===== src/rtl/mem_access_unit_pkg.sv =====
// Shared encodings and FSM state type for the MEM-stage data memory initiator.
package mem_access_pkg;

    localparam int LANE_W = 8;

    localparam logic [1:0] SIZE_BYTE = 2'b00;
    localparam logic [1:0] SIZE_HALF = 2'b01;
    localparam logic [1:0] SIZE_WORD = 2'b10;
    localparam logic [1:0] SIZE_ILL  = 2'b11;

    typedef enum logic [1:0] {
        IDLE,
        RD_WAIT,
        RMW_WR
    } state_e;

endpackage


===== src/rtl/mem_access_unit_if.sv =====
// Word-addressed data memory bus between the MEM stage and the Memory.
interface mem_access_unit_if;

    logic [31:0] MemA;
    logic [31:0] MemWD;
    logic        MemWE;
    logic        MemRE;
    logic [31:0] MemRD;

    modport master (
        output MemA,
        output MemWD,
        output MemWE,
        output MemRE,
        input  MemRD
    );

    modport slave (
        input  MemA,
        input  MemWD,
        input  MemWE,
        input  MemRE,
        output MemRD
    );

endinterface


===== src/rtl/mem_access_unit_lane_merge.sv =====
// Little-endian lane extract (loads) and lane insert (read-modify-write stores).
module lane_merge
    import mem_access_pkg::*;
(
    input  logic [31:0] word_i,
    input  logic [31:0] data_i,
    input  logic [1:0]  addr_i,
    input  logic [1:0]  size_i,
    input  logic        signed_i,
    output logic [31:0] ext_o,
    output logic [31:0] ins_o
);

    logic [4:0]  sh_b;
    logic [4:0]  sh_h;
    logic [7:0]  b;
    logic [15:0] h;

    always_comb begin
        sh_b  = {addr_i, 3'b000};
        sh_h  = {addr_i[1], 4'b0000};
        b     = word_i[sh_b +: LANE_W];
        h     = word_i[sh_h +: 2*LANE_W];
        ext_o = word_i;
        ins_o = data_i;
        case (size_i)
            SIZE_BYTE: begin
                ext_o = {{24{signed_i & b[7]}}, b};
                ins_o = word_i;
                ins_o[sh_b +: LANE_W] = data_i[7:0];
            end
            SIZE_HALF: begin
                ext_o = {{16{signed_i & h[15]}}, h};
                ins_o = word_i;
                ins_o[sh_h +: 2*LANE_W] = data_i[15:0];
            end
            default: begin
                ext_o = word_i;
                ins_o = data_i;
            end
        endcase
    end

endmodule


===== src/rtl/mem_access_unit.sv =====
// MEM-stage load/store initiator: word stores in one cycle, loads in two,
// sub-word stores as read-modify-write in three; bad requests flag ErrM.
module mem_access_unit
    import mem_access_pkg::*;
#(
    parameter logic [31:0] ADDR_BIAS = 32'h0
) (
    input  logic               CLK,
    input  logic               RST,
    input  logic               MemReadM,
    input  logic               MemWriteM,
    input  logic [1:0]         SizeM,
    input  logic               SignedM,
    input  logic [31:0]        ALUOutM,
    input  logic [31:0]        WriteDataM,
    output logic               StallM,
    output logic [31:0]        LoadDataM,
    output logic               LoadValidM,
    output logic               ErrM,
    mem_access_unit_if.master  mem
);

    state_e      state_q, state_d;
    logic [31:0] addr_q, addr_d;
    logic [1:0]  size_q, size_d;
    logic        sign_q, sign_d;
    logic        store_q, store_d;
    logic [31:0] wdata_q, wdata_d;
    logic [31:0] merged_q, merged_d;
    logic [31:0] ldata_q, ldata_d;
    logic [31:0] ext;
    logic [31:0] ins;
    logic        req;
    logic        illegal;

    lane_merge u_lane (
        .word_i   (mem.MemRD),
        .data_i   (wdata_q),
        .addr_i   (addr_q[1:0]),
        .size_i   (size_q),
        .signed_i (sign_q),
        .ext_o    (ext),
        .ins_o    (ins)
    );

    always_comb begin
        req     = MemReadM | MemWriteM;
        illegal = (MemReadM & MemWriteM)
                | (SizeM == SIZE_ILL)
                | ((SizeM == SIZE_HALF) & ALUOutM[0])
                | ((SizeM == SIZE_WORD) & (ALUOutM[1:0] != 2'b00));
    end

    always_comb begin
        state_d    = state_q;
        addr_d     = addr_q;
        size_d     = size_q;
        sign_d     = sign_q;
        store_d    = store_q;
        wdata_d    = wdata_q;
        merged_d   = merged_q;
        ldata_d    = ldata_q;
        StallM     = 1'b0;
        LoadValidM = 1'b0;
        ErrM       = 1'b0;
        LoadDataM  = ldata_q;
        mem.MemWE  = 1'b0;
        mem.MemRE  = 1'b0;
        mem.MemWD  = 32'h0;
        mem.MemA   = {addr_q[31:2], 2'b00} + ADDR_BIAS;
        unique case (state_q)
            IDLE: begin
                mem.MemA = {ALUOutM[31:2], 2'b00} + ADDR_BIAS;
                if (req && illegal) begin
                    ErrM = 1'b1;
                end else if (MemWriteM && SizeM == SIZE_WORD) begin
                    mem.MemWE = 1'b1;
                    mem.MemWD = WriteDataM;
                end else if (req) begin
                    mem.MemRE = 1'b1;
                    StallM    = 1'b1;
                    addr_d    = ALUOutM;
                    size_d    = SizeM;
                    sign_d    = SignedM;
                    store_d   = MemWriteM;
                    wdata_d   = WriteDataM;
                    state_d   = RD_WAIT;
                end
            end
            RD_WAIT: begin
                if (store_q) begin
                    merged_d = ins;
                    StallM   = 1'b1;
                    state_d  = RMW_WR;
                end else begin
                    LoadValidM = 1'b1;
                    LoadDataM  = ext;
                    ldata_d    = ext;
                    state_d    = IDLE;
                end
            end
            RMW_WR: begin
                mem.MemWE = 1'b1;
                mem.MemWD = merged_q;
                state_d   = IDLE;
            end
            default: state_d = IDLE;
        endcase
        // Reset silences the bus at once so an in-flight RMW never writes.
        if (RST) begin
            StallM     = 1'b0;
            LoadValidM = 1'b0;
            ErrM       = 1'b0;
            LoadDataM  = ldata_q;
            mem.MemWE  = 1'b0;
            mem.MemRE  = 1'b0;
            mem.MemWD  = 32'h0;
            mem.MemA   = 32'h0;
            state_d    = IDLE;
        end
    end

    always_ff @(posedge CLK) begin
        if (RST) begin
            state_q  <= IDLE;
            addr_q   <= 32'h0;
            size_q   <= SIZE_BYTE;
            sign_q   <= 1'b0;
            store_q  <= 1'b0;
            wdata_q  <= 32'h0;
            merged_q <= 32'h0;
            ldata_q  <= 32'h0;
        end else begin
            state_q  <= state_d;
            addr_q   <= addr_d;
            size_q   <= size_d;
            sign_q   <= sign_d;
            store_q  <= store_d;
            wdata_q  <= wdata_d;
            merged_q <= merged_d;
            ldata_q  <= ldata_d;
        end
    end

endmodule

===== src/flat_wrapper.sv =====
// flat-port wrapper written by rule: the top's interface ports become plain ports
module mem_access_unit_flat import mem_access_pkg::*;
#(
    parameter logic [31:0] ADDR_BIAS = 32'h0
)
  (CLK, RST, MemReadM, MemWriteM, SizeM, SignedM, ALUOutM, WriteDataM, StallM, LoadDataM, LoadValidM, ErrM, mem_MemA, mem_MemWD, mem_MemWE, mem_MemRE, mem_MemRD);
  mem_access_unit_if mem_i ();
  input  logic CLK;
  input  logic RST;
  input  logic MemReadM;
  input  logic MemWriteM;
  input  logic [1:0] SizeM;
  input  logic SignedM;
  input  logic [31:0] ALUOutM;
  input  logic [31:0] WriteDataM;
  output logic StallM;
  output logic [31:0] LoadDataM;
  output logic LoadValidM;
  output logic ErrM;
  output wire logic [$bits(mem_i.MemA)-1:0] mem_MemA;
  output wire logic [$bits(mem_i.MemWD)-1:0] mem_MemWD;
  output wire logic [$bits(mem_i.MemWE)-1:0] mem_MemWE;
  output wire logic [$bits(mem_i.MemRE)-1:0] mem_MemRE;
  input wire logic [$bits(mem_i.MemRD)-1:0] mem_MemRD;
  assign mem_MemA = mem_i.MemA;
  assign mem_MemWD = mem_i.MemWD;
  assign mem_MemWE = mem_i.MemWE;
  assign mem_MemRE = mem_i.MemRE;
  assign mem_i.MemRD = mem_MemRD;
  mem_access_unit #(.ADDR_BIAS(ADDR_BIAS)) u_core (.CLK(CLK), .RST(RST), .MemReadM(MemReadM), .MemWriteM(MemWriteM), .SizeM(SizeM), .SignedM(SignedM), .ALUOutM(ALUOutM), .WriteDataM(WriteDataM), .StallM(StallM), .LoadDataM(LoadDataM), .LoadValidM(LoadValidM), .ErrM(ErrM), .mem(mem_i));
endmodule

===== config.mk =====
export PLATFORM = sky130hd
export DESIGN_NAME = mem_access_unit_flat
export DESIGN_NICKNAME = d
export VERILOG_FILES = /design/src/rtl/mem_access_unit_pkg.sv /design/src/rtl/mem_access_unit_if.sv /design/src/rtl/mem_access_unit_lane_merge.sv /design/src/rtl/mem_access_unit.sv /design/src/flat_wrapper.sv
export SDC_FILE = /design/constraint.sdc
export NUM_CORES = 1
export LEC_CHECK = 0
export BUFFER_PORTS_ARGS = -buffer_cell sky130_fd_sc_hd__buf_4
export CORE_ASPECT_RATIO = 1.4
export CORE_MARGIN = 2
export CORE_UTILIZATION = 54
export CTS_BUF_LIST = sky130_fd_sc_hd__clkbuf_16
export CTS_CLUSTER_DIAMETER = 80
export DETAILED_ROUTE_END_ITERATION = 16
export PLACE_DENSITY = 0.82
export SKIP_CTS_REPAIR_TIMING = 1
export SLEW_MARGIN = 20
export SYNTH_ARGS = -nofsm -noshare
export SYNTH_HDL_FRONTEND = slang
export SYNTH_SLANG_ARGS = --single-unit

===== constraint.sdc =====
create_clock -name CLK -period 2.5 [get_ports CLK]
set_input_delay 0.5 -clock CLK [delete_from_list [all_inputs] [get_ports CLK]]
set_output_delay 0.5 -clock CLK [all_outputs]
set_load 0.02 [all_outputs]

==> run_results.csv <==
group,metric,value,unit
run_status,status,"complete, but fails checks",
run_status,violations,"setup timing",
sta,drv_slew,0,
cts,cts_buffer_depth,2,
critical_path,path_class,"reg2out",
floorplan,pin_count,204,
sta,max_freq,359,MHz
sta,period_share,111,%
sta,period_minus_slack,2.79,ns
sta,setup_viol,31,
job,max-cap-violations,0,
logic_synthesis,syn_area,8290,sq um
logic_synthesis,synth_cells,996,
critical_path,rr_endpoint,"u_core.merged_q[15]",
logic_synthesis,synthXorXnorAreaFrac,0,%
logic_synthesis,syn_area_per_cell,8.33,sq um
final_layout,nets,1288,
critical_path,path_cells,"mux2i_2 > o22ai_4 > buf_6 > o21ai_4 > clkbuf_16 > a31oi_4 > buf_6",
min_path,worstHoldStart,"ALUOutM[19]",
routing,wl,30.0,mm
logic_synthesis,synthAdderAreaFrac,0.754,%
final_layout,finalInstanceArea,11600,sq um
routing,drt-wirelength-per-cell,21.7,um
power_and_ir_drop,switching_share,29.6,%
placement,place_area,10000,sq um
min_path,hp-class,"in2reg",
power_and_ir_drop,power_density,526,nW/um^2
logic_synthesis,synth_enable_flop_cells,0,
logic_synthesis,synth_area_leader_cell,"dfxtp_1",
power_and_ir_drop,p_int,4.29,mW
logic_synthesis,yosysWarnings,0,
power_and_ir_drop,combPwrFrac,22.9,%
critical_path,crit_path_start_kind,"flip-flop",
sta,fin_hold_ws,0.345,ns
floorplan,die_h,151,um
logic_synthesis,synth_cell_types,46,
logic_synthesis,synthMuxAreaShare,12.2,%
critical_path,timing.rr.start,"u_core.addr_q[0]",
cts,htreeDepth,4,
floorplan,rows,53,
critical_path,crit_path_frequent_cell,"buf_6",
cts,cts.sink_count,134,
sta,slew-limit-headroom,57.4,%
min_path,worstHoldPathCells,3,
logic_synthesis,synth_compound_area_share,23.4,%
final_layout,synthToLayoutAreaGrowth,39.6,%
min_path,worstHoldEndpoint,"u_core.addr_q[19]",
cts,cts_buffers,17,
power_and_ir_drop,power_frac_clock,39.2,%
global_routing,met3_usage,6.28,%
critical_path,timing.critical_path.buf_inv,3,
power_and_ir_drop,leakagePower,4.42,nW
logic_synthesis,synthSimpleGateAreaFrac,25.8,%
sta,setup_ws,-0.287,ns
floorplan,dieWidth,109,um
routing,viasPerCell,6.29,
critical_path,critPathMaxStageDelay,0.44,ns
critical_path,r2r_slack,0.22,ns
placement,place_ws,0.0649,ns
sta,skew,0.00863,ns
sta,worstMarginPinSlew,0.638,ns
power_and_ir_drop,seq_power_share,37.9,%
critical_path,crit_arrival,2.29,ns
global_routing,track_usage,31.9,%
critical_path,cp.required,2.00,ns
critical_path,worstRegToRegCells,8,
critical_path,cpLargestDelayFamily,"buffers and inverters",
final_layout,drive_above_1_share,33.3,%
logic_synthesis,synth_top_family_by_area,"simple AND/OR/NAND/NOR gates",
logic_synthesis,seq_area_frac_synth,32.4,%
routing,firstDrtPassIters,6,
global_routing,grt_pass1_wl,40.4,mm
final_layout,final_util,76.9,%
cts,cts-root-buf,"clkbuf_16",
logic_synthesis,synthTopCellsByCount,"142 x nand2b_1, 134 x dfxtp_1, 96 x nor2_1, 95 x nand2_1, 83 x mux2i_1",
logic_synthesis,synth_top_cell_area_share,32.4,%
sta,finalHoldViolCount,0,
logic_synthesis,yosys_most_used_dff,"dfxtp_1",
global_routing,grt_overflow_total,0,
global_routing,antenna_found_initial,2,
logic_synthesis,synth_seq_cells,134,
critical_path,critical_path.slowest_cell,"dfxtp_4",
logic_synthesis,synth_most_common_cell,"nand2b_1",
routing,drc,0,
placement,place_hpwl,18.6,mm
global_routing,grt_pass1_vias,7698,
placement,numPortBuffers,201,
placement,gp_congestion,0.928,
floorplan,dieArea,16400,sq um
critical_path,crit_fanout,8,
routing,ant_nets,0,
cts,tritoncts,"yes",
power_and_ir_drop,p_sw,1.80,mW
power_and_ir_drop,vdd_drop_max,0.000307,V
sta,rsz0062_at_grt,"yes",
cts,insertion_delay,0.43,ns
global_routing,grt_busiest_layer,"met2",
logic_synthesis,async_reset_ff_share,0,%
routing,vias,8708,
routing,drt_iter0_markers,894,
cts,path_clk_slew,0.06,ns
global_routing,use_met2,52.5,%
global_routing,grt_max_degree,117,
logic_synthesis,synthTopCellsByArea,"dfxtp_1 32%, nand2b_1 11%, mux2i_1 10%",
floorplan,placeableCoreArea,15100,sq um
global_routing,met1_usage,38.5,%
floorplan,floorplan.initialDensity,55.1,%
critical_path,critPathCaptureType,"output port",
-- power groups by stage --
stage	Clock [mW]	Sequential (mW)	Combinational (mW)
after global placement	0	2.34	1.13
after floorplan	0	2.32	0.701
after detailed placement	0	2.34	1.15
after global routing	2.50	2.31	1.47
final	2.39	2.31	1.39
after CTS	2.39	2.30	1.16
-- routing by layer --
layer / up-vias / routed length [um]
met2: 525 / 14400
met1: 4089 / 10700
li1: 3945 / -
met4: 2 / 2190
met3: 147 / 2630
met5: - / 13
-- final cells by class --
cell class | instances | area [sq um]
Antenna cell | 1 | 2.50
Clock buffer | 17 | 425
Clock inverter | 13 | 119
Fill cell | 1006 | 3480
Inverter | 6 | 22.5
Multi-Input combinational cell | 759 | 5810
Sequential cell | 134 | 2690
Tap cell | 192 | 240
Timing Repair Buffer | 262 | 2270
-- registers in the layout (all words and copies together) (netlist names) --
signal and cells:
u_core.addr_q 32, u_core.ldata_q 32, u_core.merged_q 32, u_core.wdata_q 32, u_core.size_q 2, u_core.state_q 2, u_core.sign_q 1, u_core.store_q 1
-- kinds of logic after synthesis --
kind of cell             after synthesis
multiplexers                          99
AND/OR/NAND/NOR                      413
other                                  1
adder cells (fa/ha/maj)                5
AO/OA/AOI/OAI                        240
flip-flops                           134
buffers and inverters                104
-- worst register-to-register path, stage by stage (launching register included) --
cell,delay [ns]
dfxtp_2,0.35
buf_6,0.14
inv_1,0.15
ha_1,0.37
nor3b_2,0.42
buf_4,0.25
a32o_1,0.19
nand2_1,0.07
a211oi_1,0.26
-- cells in the final DEF (no fill, tap or decap), drive strengths merged, types with 3 or more instances in the layout --
cell type / n
a22o: 33
buf: 257
clkinv: 7
nand2: 95
nor2: 96
mux2: 16
nor2b: 31
mux2i: 83
a31oi: 16
inv: 8
a311oi: 17
a21oi: 43
a221oi: 40
ha: 5
nor4b: 9
nor3: 19
o21ai: 21
nand2b: 142
o31ai: 7
or2: 3
o32ai: 7
dfxtp: 134
and4: 8
clkbuf: 22
a32o: 8
a211oi: 42
-- metrics by stage --
stage | std cells | TNS, ns | total power, mW
2_1_floorplan | 997 | 0 | 3.02
3_3_place_gp | 1336 | 0 | 3.47
3_5_place_dp | 1336 | 0 | 3.49
4_1_cts | 1366 | -5.10 | 5.84
5_1_grt | 1383 | -8.39 | 6.28
6_report | 1384 | -6.66 | 6.09
-- how the worst max path moves through the flow --
stage                     startpoint            end  slack (ns)  cells after the start
finish              u_core.addr_q[1]  LoadDataM[25]       -0.29                      7
global route        u_core.addr_q[1]  LoadDataM[16]       -0.32                      7
CTS                 u_core.addr_q[0]   LoadDataM[3]       -0.28                      6
detailed placement        ALUOutM[0]  mem_MemWD[14]        0.06                      7
global placement          ALUOutM[1]  mem_MemWD[27]        0.10                      7
floorplan           u_core.addr_q[0]  LoadDataM[21]        0.17                      6
No activity file was read; power rests on OpenSTA's default activity.
